$ cat src/rtl/branch_predictor_ctrl.sv
// Fetch-side branch predictor control: clears the table RAM after reset, does tag
// compare and counter decode on lookups, and turns resolved branches into table writes.
module branch_predictor_ctrl #(
  parameter int BRANCH_TABLE_ENTRIES = 512,
  parameter int TAG_W = 16,
  localparam int IDX_W = $clog2(BRANCH_TABLE_ENTRIES),
  localparam int ENTRY_W = 1 + TAG_W + 30 + 2
) (
  input  logic               clk,
  input  logic               rst,
  input  logic               fetch_en,
  input  logic [31:0]        fetch_pc,
  output logic               predict_valid,
  output logic               predict_taken,
  output logic [31:0]        predict_target,
  output logic               predict_hit,
  output logic [1:0]         predict_counter,
  output logic               init_done,
  input  logic               update_en,
  input  logic [31:0]        update_pc,
  input  logic               update_taken,
  input  logic [31:0]        update_target,
  input  logic               update_hit,
  input  logic [1:0]         update_counter,
  output logic [IDX_W-1:0]   ram_read_addr,
  output logic               ram_read_en,
  input  logic [ENTRY_W-1:0] ram_read_data,
  output logic [IDX_W-1:0]   ram_write_addr,
  output logic               ram_write_en,
  output logic [ENTRY_W-1:0] ram_write_data
);

  typedef enum logic {S_INIT, S_RUN} state_t;

  localparam logic [IDX_W:0] SWEEP_LAST = (IDX_W + 1)'(BRANCH_TABLE_ENTRIES - 1);

  function automatic logic [1:0] sat_inc(input logic [1:0] c);
    return (c == 2'b11) ? 2'b11 : c + 2'd1;
  endfunction

  function automatic logic [1:0] sat_dec(input logic [1:0] c);
    return (c == 2'b00) ? 2'b00 : c - 2'd1;
  endfunction

  state_t             state;
  logic [IDX_W:0]     sweep_cnt;
  logic               in_run;

  logic               collide_p0;
  logic [IDX_W-1:0]   upd_idx_p0;
  logic               upd_write_p0;
  logic [1:0]         upd_cnt_p0;
  logic [ENTRY_W-1:0] upd_entry_p0;

  logic               vld_p1;
  logic               col_p1;
  logic [TAG_W-1:0]   tag_p1;
  logic [ENTRY_W-1:0] col_data_p1;
  logic [ENTRY_W-1:0] entry_p1;
  logic               hit_p1;

  logic               unused_bits;
  assign unused_bits = ^{fetch_pc, update_pc, update_target[1:0]};

  // p0: lookup issue, collision detect, update entry formation
  assign in_run        = (state == S_RUN);
  assign ram_read_en   = in_run & fetch_en;
  assign ram_read_addr = in_run ? fetch_pc[2 +: IDX_W] : '0;
  // A write landing in the same cycle as the read may not be visible in the RAM output.
  assign collide_p0    = ram_write_en & ram_read_en & (ram_write_addr == ram_read_addr);

  assign upd_idx_p0   = update_pc[2 +: IDX_W];
  assign upd_write_p0 = update_en & (update_hit | update_taken);
  assign upd_cnt_p0   = !update_hit   ? 2'b10 :
                        update_taken  ? sat_inc(update_counter) : sat_dec(update_counter);
  assign upd_entry_p0 = {1'b1, update_pc[2+IDX_W +: TAG_W], update_target[31:2], upd_cnt_p0};

  always_ff @(posedge clk or negedge rst) begin
    if (!rst) begin
      state          <= S_INIT;
      sweep_cnt      <= '0;
      init_done      <= 1'b0;
      ram_write_en   <= 1'b0;
      ram_write_addr <= '0;
      ram_write_data <= '0;
      vld_p1         <= 1'b0;
      col_p1         <= 1'b0;
    end else begin
      vld_p1 <= ram_read_en;
      col_p1 <= collide_p0;
      case (state)
        S_INIT: begin
          ram_write_en   <= 1'b1;
          ram_write_addr <= sweep_cnt[IDX_W-1:0];
          ram_write_data <= '0;
          sweep_cnt      <= sweep_cnt + (IDX_W + 1)'(1);
          if (sweep_cnt == SWEEP_LAST) begin
            state     <= S_RUN;
            init_done <= 1'b1;
          end
        end
        S_RUN: begin
          ram_write_en   <= upd_write_p0;
          ram_write_addr <= upd_idx_p0;
          ram_write_data <= upd_entry_p0;
        end
        default: state <= S_INIT;
      endcase
    end
  end

  always_ff @(posedge clk) begin
    tag_p1      <= fetch_pc[2+IDX_W +: TAG_W];
    col_data_p1 <= ram_write_data;
  end

  // p1: table entry returned, tag compare and counter decode
  assign entry_p1 = col_p1 ? col_data_p1 : ram_read_data;
  assign hit_p1   = vld_p1 & entry_p1[ENTRY_W-1] & (entry_p1[ENTRY_W-2 -: TAG_W] == tag_p1);

  assign predict_valid   = vld_p1;
  assign predict_hit     = hit_p1;
  assign predict_taken   = hit_p1 & entry_p1[1];
  assign predict_target  = vld_p1 ? {entry_p1[31:2], 2'b00} : '0;
  assign predict_counter = vld_p1 ? entry_p1[1:0] : 2'b00;

endmodule

$ cat config.mk
export PLATFORM = sky130hd
export DESIGN_NAME = branch_predictor_ctrl
export DESIGN_NICKNAME = d
export VERILOG_FILES = /design/src/rtl/branch_predictor_ctrl.sv
export SDC_FILE = /design/constraint.sdc
export NUM_CORES = 1
export LEC_CHECK = 0
export ABC_AREA = 1
export CORE_AREA = 2 2 102 104
export DETAILED_ROUTE_END_ITERATION = 8
export DIE_AREA = 0 0 104 106
export DONT_BUFFER_PORTS = 1
export PLACE_DENSITY = 0.76
export REMOVE_ABC_BUFFERS = 1
export SLEW_MARGIN = 20
export SYNTH_ARGS = -nofsm -noshare
export SYNTH_HDL_FRONTEND = slang
export SYNTH_SLANG_ARGS = --single-unit
$ cat constraint.sdc
create_clock -name clk -period 1.8 [get_ports clk]
set_input_delay 0.36 -clock clk [delete_from_list [all_inputs] [get_ports clk]]
set_output_delay 0.36 -clock clk [all_outputs]
set_load 0.1 [all_outputs]
==> results.cfg, run 1 <==
[clock_network]
cts_tree = yes
worstSkewPairLatency_ps = 520
cts_hold_buf = 76
cts_made_buffers = 17
clock-root-buffer = clkbuf_8
cts.sinks = 138
clk_pin_slew_ps = 60
clk_path_buf_depth = 2
h-tree-depth = 4

[power_and_ir_drop]
p_leak_nw = 4.50
p_sw_share_pct = 21.9
power_density_mw_per_mm2 = 765
peakVddDrop_mv = 0.554
power_switching_w = 0.00148
p_int_w = 0.00530
p_comb_share_pct = 4.3
seq_power_share_pct = 46.0
power_frac_clock_pct = 49.7

[critical_path]
crit_top_cell = nand2_1
crit_type = register to primary output
crit_family = simple AND/OR/NAND/NOR gates
worstPathMaxFanout = 8
worstSetupStartpointType = register
worstPathRequired_ps = 1440
crit_path_end_kind = primary output
crit_path_max_incr_delay_ps = 450
crit_path_top_delay_cell = dfrtp_2
path_cells = inv_4 -> buf_8 -> nand2_1 -> nand2_1 -> nand2_1 -> nand2_1 -> nor2_2 -> nand2_2 -> nor2_4 -> nand3_4 -> nor2_4 -> buf_12
cp_num_buf_inv = 3
cp.arrival_ps = 2360

[sta]
rsz0062_at_grt = yes
fin_crit_ps = 2720
finalHoldViolCount = 73
fmax_mhz = 367
fin_ws_ps = -924
layout_worst_path_cycle_share_pct = 151
hold_slack_ps = -468
slew_violations = 0
worst_clock_skew_ps = 8.24
fin_tns_setup_ps = -18780
finalSetupViolCount = 43

[finish]
area_growth_pct = 75.7
register_area_mm2 = 0.00313
multi_input_area_mm2 = 0.00212
fin_nets = 952
fillers = 402
fin_util_pct = 88.7
drive_gt1_share_pct = 36.1

[floorplan]
die_area_mm2 = 0.0110
die_y_um = 106
start_util_pct = 50.5
die_x_um = 104
io_pins = 260
rows = 37
fp.coreArea_mm2 = 0.0100

[global_routing]
grt_max_degree = 74
grt_pass1_vias = 5663
antenna_found_initial = 2
grt_pass1_wl_mm = 30.2
grt_usage_pct = 36.4
gr-total-overflow = 0

[detailed_routing]
firstDrtPassIters = 6
drt-initial-drc-count = 581
drc = 0
wl_per_cell_um = 24.1
vias = 5376
antenna_left = 0
viasPerCell = 5.66
wl_mm = 22.8

[synth]
synthCells = 588
synth_edf_count = 0
synth_ff_type = dfrtp_1
yosys_warnings = 0
synth_cell_type_count = 26
syn_area_mm2 = 0.00504
synth-async-reset-ratio_pct = 52.9
synth.avg_cell_area_um2 = 8.58
ys_ff_latch = 138
yosysSeqAreaShare_pct = 62.0

[flow_run]
maxCapViolations = 0

[worst_hold_path]
min_path_type = input port to async pin

[run_status]
status = complete, but fails checks
failed_checks = negative hold slack, negative setup slack

[placed_design]
dp_hpwl_mm = 10.1
place_congestion = 0.864
io_buffers = 0
## path summary, 6_finish.rpt
| check | endpoint | from | slack, ps | cells past startpoint |
|---|---|---|---|---|
| worst max register to register | col_p1$_DFF_PN0_ | in_run$_DFF_PN0_ | 30 | 8 |
| worst max-delay path | predict_taken | col_p1$_DFF_PN0_ | -920 | 12 |
| worst min register to register | col_data_p1[26]$_DFF_P_ | ram_write_data[26]$_DFF_PN0_ | 380 | 0 |
| min in group clk | ram_write_en$_DFF_PN0_ | update_taken | 20 | 2 |
| worst min-delay path | init_done$_DFFE_PN0P_ | rst | -470 | 0 |
| max in group asynchronous | col_p1$_DFF_PN0_ | rst | 2150 | 0 |
## cell usage in the layout, fill, tap and decap left out, drive strengths merged, types with 2 or more instances in the layout
| master | synthesis | layout |
|---|---|---|
| dfrtp | 73 | 73 |
| nor3 | 3 | 3 |
| a21oi | 2 | 2 |
| o21ai | 45 | 45 |
| nand3b | 2 | 2 |
| xor2 | 10 | 10 |
| nand3 | 15 | 15 |
| diode | 0 | 2 |
| buf | 18 | 134 |
| xnor2 | 5 | 5 |
| nor2 | 81 | 81 |
| nor4 | 2 | 2 |
| nand4 | 2 | 2 |
| inv | 87 | 87 |
| clkinv | 1 | 6 |
| conb | 1 | 2 |
| dfxtp | 65 | 65 |
| nand2 | 166 | 166 |
| clkbuf | 5 | 27 |
| dlygate4sd3 | 0 | 76 |
## flip-flops by register name, summed over array words and instances, names as in the netlist
name,cells
col_data_p1,49
col_p1,1
in_run,1
init_done,1
predict_valid,1
ram_write_addr,9
ram_write_data,49
ram_write_en,1
sweep_cnt,10
tag_p1,16
## synthesized netlist by cell type (3+ instances only)
master    count  area share [%]
xnor2_1       5            0.87
dfrtp_1      73              36
nand2_1     166              12
inv_1        86             6.4
nand3_1      15             1.5
dfxtp_1      65              26
o21ai_0      45             4.5
clkbuf_1      5            0.37
nor3_1        3            0.30
buf_4         5            0.74
xor2_1       10             1.7
nor2_1       81             6.0
buf_1         5            0.37
buf_2         8            0.79
## kinds of logic after synthesis
group | count (synthesis) | synth area share [%]
other | 1 | 0.0743
xor gates and xnor gates | 15 | 2.60
adders and majority gates | 1 | 0.248
and+or+nand+nor | 271 | 21.0
muxes | 1 | 0.198
DFF | 138 | 62.0
buffers and inverters | 111 | 8.83
AOI/OAI and AO/OA | 50 | 5.08
## power groups by stage
stage          Combinational (W)  Clock (W)  Sequential, W
6_report                0.000294    0.00337        0.00312
5_1_grt                 0.000305    0.00352        0.00312
2_1_floorplan          0.0000775          0        0.00317
3_5_place_dp           0.0000902          0        0.00317
3_3_place_gp           0.0000857          0        0.00317
4_1_cts                 0.000245    0.00331        0.00311
## routing by layer
layer  global-route usage, %  share of wire, %
met3                    13.1               9.4
met1                    36.1                32
met2                    64.8                51
met4                    23.1               7.2
met5                       0                 0
## what timing repair did
| action | CTS | global route |
|---|---|---|
| gates cloned | 2 | 1 |
| pin swaps | 22 | 42 |
| buffers inserted | 9 | 8 |
| gates resized for setup | 86 | 130 |
| hold endpoints to repair | 147 | 73 |
| setup endpoints to repair | 46 | 49 |
## cell type report
class,instances,area share [%]
antenna,2,0.0565
clock buffer,25,5.69
clock inverter,7,0.706
inverter,88,3.98
multi-input combinational,340,24.0
sequential,138,35.4
tap,136,1.92
timing repair buffer,213,28.3
## stage by stage
stage / cell area, um2 / setup slack [ps] / hold slack [ps] / total power, W / cells
after floorplan: 4930 / -1860 / 64.4 / 0.00325 / 566
after CTS: 8340 / -865 / -489 / 0.00667 / 940
final: 8860 / -924 / -468 / 0.00678 / 949
after detailed placement: 6620 / -263 / 66.2 / 0.00326 / 821
after global routing: 8860 / -1000 / -492 / 0.00694 / 949
after global placement: 6620 / -175 / 66.7 / 0.00326 / 821
(Power assumes the default switching activity.)
==> inputs of run 2 (changes only) <==
--- a/config.mk
+++ b/config.mk
@@ -16,3 +16,4 @@
 export SYNTH_ARGS = -nofsm -noshare
 export SYNTH_HDL_FRONTEND = slang
 export SYNTH_SLANG_ARGS = --single-unit
+export TNS_END_PERCENT = 1
==> results.cfg, run 2 (synthesis results as in run 1) <==
[finish]
final_common_cell = nand2_1
area_growth_pct = 64.8
drive_gt1_share_pct = 30.4
fin_util_pct = 83.1
fin_nets = 941
final_cell_mix = nand2_1, inv_1, dlygate4sd3_1
final_area_mm2 = 0.00831
reg.largest.list = col_data_p1 (49), ram_write_data (49), tag_p1 (16)

[detailed_routing]
vias = 5191
viasPerCell = 5.53
wl_mm = 21.4
antenna_left = 0
drc = 0
firstDrtPassIters = 8
drt-initial-drc-count = 507
wl_per_cell_um = 22.8

[sta]
finalHoldViolCount = 73
fmax_mhz = 352
slew_violations = 0
fin_ws_ps = -1040
finalSetupViolCount = 45
fin_crit_ps = 2840
layout_worst_path_cycle_share_pct = 158
fin_tns_setup_ps = -20050
hold_slack_ps = -467
rsz0062_at_grt = yes
worst_clock_skew_ps = 8.27

[global_routing]
use_met2_pct = 60.7
use_met1_pct = 33.3
busiest_layer = met2
grt_usage_pct = 33.4
grt_pass1_wl_mm = 28.1
gr-total-overflow = 0
grt_max_degree = 74
antenna_found_initial = 2
met3_usage_pct = 11.5
grt_pass1_vias = 5333

[run_status]
failed_checks = negative hold slack, negative setup slack
status = complete, but fails checks

[floorplan]
die_y_um = 106
fp.coreArea_mm2 = 0.0100
die_area_mm2 = 0.0110
die_x_um = 104
start_util_pct = 50.5
rows = 37
io_pins = 260

[placed_design]
dp_hpwl_mm = 10.1
io_buffers = 0
placed_cell_area_mm2 = 0.00662
place_congestion = 0.864
dp_slack_ps = -263

[clock_network]
cts.sinks = 138
clock-root-buffer = clkbuf_8
cts_made_buffers = 17
worstSkewPairLatency_ps = 520
cts_hold_buf = 76
clk_pin_slew_ps = 60
clk_path_buf_depth = 2
cts_tree = yes
h-tree-depth = 4

[critical_path]
crit_type = register to primary output
worstPathRequired_ps = 1440
crit_top_cell = nor2_4
cp.arrival_ps = 2480
crit_path_max_incr_delay_ps = 460
worstSetupStartpointType = register
worstPathMaxFanout = 9
path_cells = clkbuf_16 -> o21ai_0 -> nor2_1 -> nand2_1 -> nor2_2 -> nand2_2 -> nor2_4 -> nand3_4 -> nor2_4 -> buf_12
crit_path_top_delay_cell = dfrtp_2
r2r_slack_ps = 130
crit_path_end_kind = primary output

[power_and_ir_drop]
power_density_mw_per_mm2 = 819
p_leak_nw = 4.37
peakVddDrop_mv = 0.509

[flow_run]
maxCapViolations = 0

[worst_hold_path]
min_path_type = input port to async pin
-- run 2: timing repair --
item | 4_1_cts | 5_1_grt
buffers inserted | 2 | 3
gates cloned | 1 | 1
endpoints found under the setup margin | 46 | 46
endpoints found under the hold margin | 147 | 73
pin swaps | 10 | 19
gates resized for setup | 52 | 62
-- run 2: cell type report --
cell class / count / area [um2]
Timing Repair Buffer: 202 / 2350
Fill cell: 498 / 1690
Inverter: 88 / 333
Tap cell: 136 / 170
Sequential cell: 138 / 3130
Clock inverter: 7 / 62.6
Clock buffer: 25 / 504
Antenna cell: 2 / 5.00
Multi-Input combinational cell: 340 / 1760
-- run 2: through the flow --
stage	std cells	hold WS [ps]	total power [W]
after floorplan	566	64.4	0.00325
after global placement	821	66.7	0.00326
after detailed placement	821	66.2	0.00326
after CTS	932	-489	0.00667
after global routing	938	-483	0.00695
final	938	-467	0.00681
-- run 2: final timing paths --
path                                         startpoint                     endpoint  cells after the start
max                                    col_p1$_DFF_PN0_                predict_taken                     10
min                                                 rst  ram_write_addr[8]$_DFF_PN0_                      0
max reg2reg                            in_run$_DFF_PN0_             col_p1$_DFF_PN0_                      5
min reg2reg                ram_write_data[26]$_DFF_PN0_      col_data_p1[26]$_DFF_P_                      0
max in group asynchronous                           rst             col_p1$_DFF_PN0_                      0
min in group clk                           update_taken       ram_write_en$_DFF_PN0_                      2
-- run 2: worst max-delay path, delay by kind of cell (launching register included) --
kind,cells,cell delay (ps)
simple gates,7,990
buf+inv,2,370
flops,1,460
compound gates,1,150
-- run 2: per-layer routing --
metal / vias up / share of wire (%)
met1: 2480 / 32
met4: 0 / 6.9
met3: 140 / 11
met5: - / 0
li1: 2156 / -
met2: 415 / 50
-- run 2: where the power goes --
group,total [W],leakage [nW],internal (W),switching (W)
Clock,0.00339,0.284,0.00205,0.00134
Combinational,0.000308,2.57,0.000156,0.000152
Sequential,0.00311,1.51,0.00310,0.0000155
Total,0.00681,4.37,0.00530,0.00151
==> inputs of run 3 (changes only) <==
--- a/config.mk
+++ b/config.mk
@@ -10,7 +10,7 @@
 export DETAILED_ROUTE_END_ITERATION = 8
 export DIE_AREA = 0 0 104 106
 export DONT_BUFFER_PORTS = 1
-export PLACE_DENSITY = 0.76
+export PLACE_DENSITY_LB_ADDON = 0.12
 export REMOVE_ABC_BUFFERS = 1
 export SLEW_MARGIN = 20
 export SYNTH_ARGS = -nofsm -noshare
==> results.cfg, run 3 (synthesis results as in run 1) <==
[critical_path]
worstPathRequired_ps = 1440
rr_endpoint = ram_write_data[0]$_DFF_PN0_
critical_path.startpoint = col_p1$_DFF_PN0_
endpoint = predict_taken
crit_path_top_delay_cell = dfrtp_1
cp.arrival_ps = 2120
crit_path_max_incr_delay_ps = 400
crit_top_cell = nand2_1
crit_type = register to primary output
path_cells = inv_2 -> buf_12 -> nand2_1 -> nand3_1 -> nand2_1 -> nor2_1 -> nand2_1 -> nor2_1 -> nand3_2 -> nor2_4 -> buf_12
reg2regPathDepth = 4
crit_path_end_kind = primary output
worstSetupStartpointType = register
worstPathMaxFanout = 20
worstReg2RegStart = in_run$_DFF_PN0_
r2r_slack_ps = 120

[power_and_ir_drop]
power_frac_clock_pct = 49.1
peakVddDrop_mv = 0.631
power.total_w = 0.00656
seq_power_share_pct = 47.4
p_comb_share_pct = 3.5
power_density_mw_per_mm2 = 817
p_int_w = 0.00513
p_sw_share_pct = 21.8
power_switching_w = 0.00143
p_leak_nw = 4.28

[floorplan]
die_x_um = 104
io_pins = 260
die_area_mm2 = 0.0110
die_y_um = 106
start_util_pct = 50.5
fp.coreArea_mm2 = 0.0100
rows = 37

[detailed_routing]
antenna_left = 0
wl_mm = 14.3
firstDrtPassIters = 4
viasPerCell = 4.77
wl_per_cell_um = 15.4
vias = 4425
drc = 0
drt-initial-drc-count = 166

[placed_design]
placed_cell_area_mm2 = 0.00662
dp_hpwl_mm = 9.32
place_congestion = 0.821
dp_slack_ps = -192
io_buffers = 0
place_inst = 821

[run_status]
failed_checks = negative hold slack, negative setup slack
status = complete, but fails checks

[sta]
finalSetupViolCount = 44
hold_slack_ps = -459
slew_violations = 0
fin_crit_ps = 2480
rsz0062_at_grt = yes
fin_tns_setup_ps = -17060
fin_ws_ps = -675
layout_worst_path_cycle_share_pct = 138
fmax_mhz = 404
finalHoldViolCount = 73
worst_clock_skew_ps = 7.62

[global_routing]
gr-total-overflow = 0
grt_usage_pct = 26.4
grt_pass1_vias = 4644
grt_pass1_wl_mm = 22.7
grt_max_degree = 74
antenna_found_initial = 0

[flow_run]
maxCapViolations = 0

[clock_network]
cts_made_buffers = 17
cts_tree = yes
cts.sinks = 138
postCtsSetupRepairBufs = 0
clk_pin_slew_ps = 70
h-tree-depth = 4
clk_path_buf_depth = 2
clock-root-buffer = clkbuf_8
worstSkewPairLatency_ps = 510

[finish]
final_area_mm2 = 0.00803
area_growth_pct = 59.3
n_antenna_cell = 0
final_cell_mix = nand2_1, inv_1, dlygate4sd3_1
finalNonFillerCells = 928
fin_nets = 933
drive_gt1_share_pct = 26.3
reg.largest.list = col_data_p1 (49), ram_write_data (49), tag_p1 (16)
final_common_cell = nand2_1

[worst_hold_path]
min_path_type = input port to async pin
-- run 3: changes by cell type in the layout (fill, tap and decap cells not counted), sizes merged --
cell         previous run  this run
clkbuf                 26        18
clkinvlp                1         2
inv                    87        91
buf                   125       119
diode                   2         0
dlygate4sd3            76        75
clkinv                  6         8
-- run 3: worst min-delay path by stage --
| stage | startpoint | to | slack (ps) | cells after the start |
|---|---|---|---|---|
| after floorplan | rst | col_p1$_DFF_PN0_ | 60 | 0 |
| after global placement | rst | ram_write_data[15]$_DFF_PN0_ | 70 | 0 |
| after detailed placement | rst | ram_write_data[28]$_DFF_PN0_ | 70 | 0 |
| after CTS | rst | ram_write_data[28]$_DFF_PN0_ | -470 | 0 |
| after global routing | rst | ram_write_data[15]$_DFF_PN0_ | -490 | 0 |
| final | rst | ram_write_data[15]$_DFF_PN0_ | -460 | 0 |
-- run 3: worst max-delay path, delay by kind of cell (launching register included) --
kind / cells / cell delay [ps]
DFF: 1 / 400
buffers and inverters: 3 / 410
and+or+nand+nor: 8 / 790
-- run 3: layout make-up --
type	count	area (um2)
Clock buffer	18	428
Clock inverter	14	138
Fill cell	610	1970
Inverter	88	330
Multi-Input combinational cell	340	1610
Sequential cell	138	3130
Tap cell	136	170
Timing Repair Buffer	194	2230
-- run 3: layer usage --
metal	wire length, um	GRT usage (%)
met5	0	0
met4	318	9.36
met3	837	6.74
met2	7850	48.7
met1	5310	29.4
-- run 3: repair_timing --
item | in CTS | in global routing
hold buffers | 74 | 1
resized for setup | 28 | 9
endpoints found under the hold margin | 146 | 74
pin swaps | 3 | 2
setup endpoints to repair | 46 | 46
-- run 3: power groups by stage --
stage / Combinational [W] / Clock, W / Sequential [W]
2_1_floorplan: 0.0000775 / 0 / 0.00317
3_3_place_gp: 0.0000845 / 0 / 0.00317
3_5_place_dp: 0.0000870 / 0 / 0.00317
4_1_cts: 0.000222 / 0.00328 / 0.00311
5_1_grt: 0.000248 / 0.00342 / 0.00311
6_report: 0.000230 / 0.00323 / 0.00311
-- run 3: metrics by stage --
step,hold slack (ps),util [%]
floorplan,64.4,-
global placement,66.0,66.2
detailed placement,66.2,66.2
CTS,-475,80.0
global route,-489,80.3
finish,-459,80.3
